<file path="src/rtl/reset_pkg.sv">
// Shared types and constant helpers for the reset sequencer.
package reset_pkg;

    // Sequencer states
    typedef enum logic [1:0] {
        HOLD    = 2'd0,
        RELEASE = 2'd1,
        RUN     = 2'd2,
        ASSERT  = 2'd3
    } seq_state_t;

    // Release spacing in clock cycles; never less than one so the counter always has a terminal value.
    function automatic int delay_cycles(input int freq, input int ms);
        int d;
        d = (freq / 1000) * ms;
        return (d < 1) ? 1 : d;
    endfunction

endpackage

</file>
<file path="src/rtl/reset_synchroniser.sv">
// Reset synchroniser: asserts asynchronously, releases after the chain has flushed.
module reset_synchroniser #(
    parameter int Stages = 2
) (
    input  logic clk,
    input  logic rst,
    output logic rst_sync
);

    logic [Stages-1:0] chain;

    // Shift zeros in once rst drops; the last stage is the synchronised reset.
    always_ff @(posedge clk or posedge rst) begin
        if (rst) begin
            chain <= '1;
        end else begin
            chain <= {chain[Stages-2:0], 1'b0};
        end
    end

    assign rst_sync = chain[Stages-1];

endmodule

</file>
<file path="src/rtl/reset_sequencer.sv">
// Sequenced per-channel reset release after PLL lock, with ordered re-assertion on abort.
//
// state   | meaning
// HOLD    | all channels in reset, waiting for reset release, lock and no soft request
// RELEASE | releasing channels 0..N-1, one every D cycles
// RUN     | all channels released, opReady high
// ASSERT  | re-asserting released channels, highest first, one per cycle
module reset_sequencer
    import reset_pkg::*;
#(
    parameter int Clk_Frequency = 50_000_000,
    parameter int Delay_ms      = 10,
    parameter int N_Channels    = 4,
    parameter int Sync_Stages   = 2
) (
    input  logic                  ipClk,
    input  logic                  ipReset,
    input  logic                  ipLocked,
    input  logic                  ipSoftReset,
    output logic [N_Channels-1:0] opReset,
    output logic                  opReady
);

    localparam int D  = delay_cycles(Clk_Frequency, Delay_ms);
    localparam int CW = $clog2(D + 1);
    localparam int KW = $clog2(N_Channels + 1);

    localparam logic [CW-1:0]         CNT_LAST = CW'(D - 1);
    localparam logic [KW-1:0]         K_LAST   = KW'(N_Channels - 1);
    localparam logic [N_Channels-1:0] TOP_BIT  = N_Channels'(1) << (N_Channels - 1);

    logic                   rst_sync;
    logic [Sync_Stages-1:0] lock_chain;
    logic                   lock_sync;
    logic                   abort;
    seq_state_t             state;
    logic [CW-1:0]          cnt;
    logic [KW-1:0]          k;

    reset_synchroniser #(
        .Stages(Sync_Stages)
    ) u_rst_sync (
        .clk     (ipClk),
        .rst     (ipReset),
        .rst_sync(rst_sync)
    );

    // Lock synchroniser; cleared by reset so lock must be re-qualified after every reset.
    always_ff @(posedge ipClk or posedge ipReset) begin
        if (ipReset) begin
            lock_chain <= '0;
        end else begin
            lock_chain <= {lock_chain[Sync_Stages-2:0], ipLocked};
        end
    end

    assign lock_sync = lock_chain[Sync_Stages-1];
    // Soft request and lock loss collapse into one abort condition.
    assign abort     = ipSoftReset | ~lock_sync;

    // Sequencer FSM; channels shift out of reset from bit 0 and back in from the top bit,
    // so a channel can never be released while a lower one is held.
    always_ff @(posedge ipClk or posedge rst_sync) begin
        if (rst_sync) begin
            state   <= HOLD;
            cnt     <= '0;
            k       <= '0;
            opReset <= '1;
            opReady <= 1'b0;
        end else begin
            case (state)
                HOLD: begin
                    opReset <= '1;
                    opReady <= 1'b0;
                    cnt     <= '0;
                    k       <= '0;
                    if (lock_sync && !ipSoftReset) begin
                        state <= RELEASE;
                    end
                end
                RELEASE: begin
                    opReady <= 1'b0;
                    if (abort) begin
                        cnt   <= '0;
                        state <= (k == '0) ? HOLD : ASSERT;
                    end else if (cnt == CNT_LAST) begin
                        cnt     <= '0;
                        k       <= k + KW'(1);
                        opReset <= opReset << 1;
                        if (k == K_LAST) begin
                            state <= RUN;
                        end
                    end else begin
                        cnt <= cnt + CW'(1);
                    end
                end
                RUN: begin
                    opReset <= '0;
                    if (abort) begin
                        opReady <= 1'b0;
                        state   <= ASSERT;
                    end else begin
                        opReady <= 1'b1;
                    end
                end
                ASSERT: begin
                    opReady <= 1'b0;
                    opReset <= (opReset >> 1) | TOP_BIT;
                    k       <= k - KW'(1);
                    if (k == KW'(1)) begin
                        state <= HOLD;
                    end
                end
                default: begin
                    state   <= HOLD;
                    opReset <= '1;
                    opReady <= 1'b0;
                end
            endcase
        end
    end

endmodule

</file>
<file path="config.mk">
export PLATFORM = sky130hd
export DESIGN_NAME = reset_sequencer
export DESIGN_NICKNAME = d
export VERILOG_FILES = /design/src/rtl/reset_pkg.sv /design/src/rtl/reset_synchroniser.sv /design/src/rtl/reset_sequencer.sv
export SDC_FILE = /design/constraint.sdc
export NUM_CORES = 1
export LEC_CHECK = 0
export ABC_AREA = 1
export CORE_MARGIN = 4
export CORE_UTILIZATION = 60
export CTS_CLUSTER_DIAMETER = 40
export DETAILED_ROUTE_END_ITERATION = 6
export GPL_ROUTABILITY_DRIVEN = 1
export PLACE_DENSITY = 0.77
export SLEW_MARGIN = 20
export SYNTH_ARGS = -nofsm -noshare
export SYNTH_HDL_FRONTEND = slang
export SYNTH_SLANG_ARGS = --single-unit
</file>
<file path="constraint.sdc">
create_clock -name ipClk -period 1.2 [get_ports ipClk]
set_input_delay 0.18 -clock ipClk [delete_from_list [all_inputs] [get_ports ipClk]]
set_output_delay 0.18 -clock ipClk [all_outputs]
set_load 0.01 [all_outputs]
</file>
==> results.yml <==
timing:
  fin_ws_ns: -0.335
  period_share_pct: 128
  finalHoldViolCount: 0
  slew_viol_final: 0
  rsz0062_at_grt: "true"
  fin_hold_ws_ns: 0.237
  period_needed_ns: 1.54
  setup_viol: 28
  clock_skew_ns: 0.0103
  timing.fmax_ghz: 0.651
placed_design:
  numPortBuffers: 8
  place.gp.congestion: 0.882
  placed_area_sq_um: 2560
  dp_hpwl_um: 3530
  place_ws_ns: -0.297
clock_network:
  cts_buffer_depth: 2
  cts_htree_levels: 2
  cts_buffers: 5
  cts_sinks: 33
  tritoncts: "done"
  insertion_delay_ns: 0.35
  root_buffer: "clkbuf_4"
  path_clk_slew_ns: 0.11
synth:
  synth_common_cells: "70 x nand2_1, 27 x dfrtp_1, 22 x nand3_1"
  synth_edf_count: 0
  syn_inst: 249
  syn_avg_cell_area_sq_um: 8.04
  ys_types: 36
  synth_ff_type: "dfrtp_1"
  ys_ff_latch: 33
  yosysTopAreaCellShare_pct: 33.8
  yosysMostFrequentCell: "nand2_1"
  synth.largest_area_cell: "dfrtp_1"
  synth_nets: 259
  yosysWarnings: 0
  syn_area_sq_um: 2000
  async_flop_share_pct: 100
  ys_seq_area_share_pct: 41.6
  synthTopCellsByArea: "dfrtp_1 34%, nand2_1 13%, dfstp_2 7.9%"
setup_path:
  path_delay_family: "simple AND/OR/NAND/NOR gates"
  crit_buf_inv: 1
  worstRegToRegCells: 9
  crit_type: "flop to flop"
  start_kind: "flop"
  crit_chain: "ha_4 > nand2_4 > nor2_8 > buf_4 > nand3_4 > nand2_4 > nand2_1 > nand2_1 > o21ai_1"
  worstPathRequired_ns: 1.42
  critPathSlowestCell: "dfrtp_1"
  r2r-start: "cnt[0]"
  max_stage_delay_ns: 0.43
  worstPathMaxFanout: 5
  cp_data_arrival_time_ns: 1.76
  end_kind: "flop"
  reg2reg_setup_slack_ns: -0.34
  rr_endpoint: "state[0]"
die:
  die_area_sq_um: 4320
  start_util_pct: 64.0
  die_w_um: 65.8
  core_sq_um: 3130
  ios: 9
  die_y_um: 65.8
  rows: 20
cells_and_area:
  num-nets-final: 337
  postLayoutCoreUtil_pct: 90.0
  final_area_sq_um: 2820
  final_layout_size_suffix_gt1_share_pct: 41.8
  antenna_cells: 0
  area_growth_syn_to_layout_pct: 40.6
route:
  drt_iter0_markers: 161
  ant_nets: 0
  wl_um: 6110
  firstDrtPassIters: 5
  routed_via_density: 5.46
  dr_wl_met3_um: 410
  post-route-drc-count: 0
  num_vias: 2032
  top_layer_used: "met4"
  dr_wl_met2_um: 3040
  wl_met1_um: 2460
  wire_per_inst_um: 16.4
global_route:
  track_usage_pct: 26.9
  grt_pass1_wl_um: 8650
  grt_pass1_vias: 1883
  grt_start_max_net_pins: 15
  antenna_found_initial: 0
  grt-ovfl-total: 0
outcome:
  status: "finished, violations left"
  violations: "setup timing"
worst_hold_path:
  min_path_type: "flop to asynchronous set/reset pin"
pwr:
  powerDensity_nw_per_um2: 1510
  ir_worst_vdd_mv: 1.27
  leakage_nw: 1.47
flow_run:
  cap_violations: 0
-- worst max path at each step --
stage | from | endpoint | slack, ns | cells after the start
finish | cnt[0] | state[0] | -0.34 | 9
global route | cnt[0] | state[0] | -0.40 | 9
CTS | cnt[1] | opReset[1] | -0.20 | 10
detailed placement | ipSoftReset | cnt[18] | -0.30 | 10
global placement | ipSoftReset | cnt[15] | -0.24 | 10
floorplan | cnt[0] | k[0] | -0.1 | 10
-- metrics by stage --
step	cells	setup TNS, ns	total power [mW]
after floorplan	249	-0.782	2.51
after global placement	353	-5.37	3.27
after detailed placement	353	-6.80	3.35
after CTS	365	-4.09	3.96
after global routing	372	-9.07	4.51
final	372	-7.24	4.24
-- placed cells by master, fill, tap and decap left out, types with 7 or more instances in the layout --
master   instances
nand3_1         18
xor2_1           7
dfrtp_1         26
inv_1           16
nand2_4         10
buf_4           59
nand2_1         64
nor2_1          16
inv_2           10
nand2_2          7
buf_6            9
o21ai_1          9
-- where the power goes --
part	internal (mW)	switching, mW
Sequential	1.33	0.166
Clock	0.233	0.385
Combinational	0.955	1.17
Total	2.52	1.72
-- flip-flops by register name, indices dropped and copies added (netlist names), named ones only --
| name | count |
|---|---|
| cnt | 19 |
| opReset | 4 |
| k | 3 |
| lock_chain | 2 |
| u_rst_sync.chain | 2 |
| opReady | 1 |
| state | 1 |
-- kinds of logic (layout without fill, tap and decap cells) --
kind of cell,count (synthesis),after routing,share of synthesized area (%)
compound gates,26,26,7.50
flops,33,33,41.6
xor+xnor,8,8,3.50
buf+inv,32,110,6.87
simple gates,143,144,36.6
other cells,1,1,0.187
fa+ha+maj,6,6,3.75
-- worst reg2reg max path, cell delays in order, from the launching register on --
cell and delay [ns]:
dfrtp_1 0.43, ha_4 0.18, nand2_4 0.07, nor2_8 0.13, buf_4 0.14, nand3_4 0.10
nand2_4 0.11, nand2_1 0.09, nand2_1 0.08, o21ai_1 0.07
-- routing by layer --
metal | up-vias | GRT usage (%)
met5 | - | 0
met1 | 953 | 34.9
met4 | 0 | 10.9
met2 | 95 | 44.3
li1 | 961 | -
met3 | 23 | 4.44
-- timing repair --
item                                    4_1_cts  5_1_grt
hold buffers                                  1        0
resized for setup                            29       25
endpoints found under the hold margin         2        0
buffers inserted                              3        8
pin swaps                                     5       10
gates cloned                                  1        0
endpoints found under the setup margin       32       32
-- area by class of cell --
cell class	count	area, sq um
well taps	44	55.1
multi-input cells	185	1150
repair buffers	74	613
clock buffers	8	48.8
fillers	139	313
inverters	28	111
flip-flops and latches	33	835
Power figures use the tool's default switching activity.
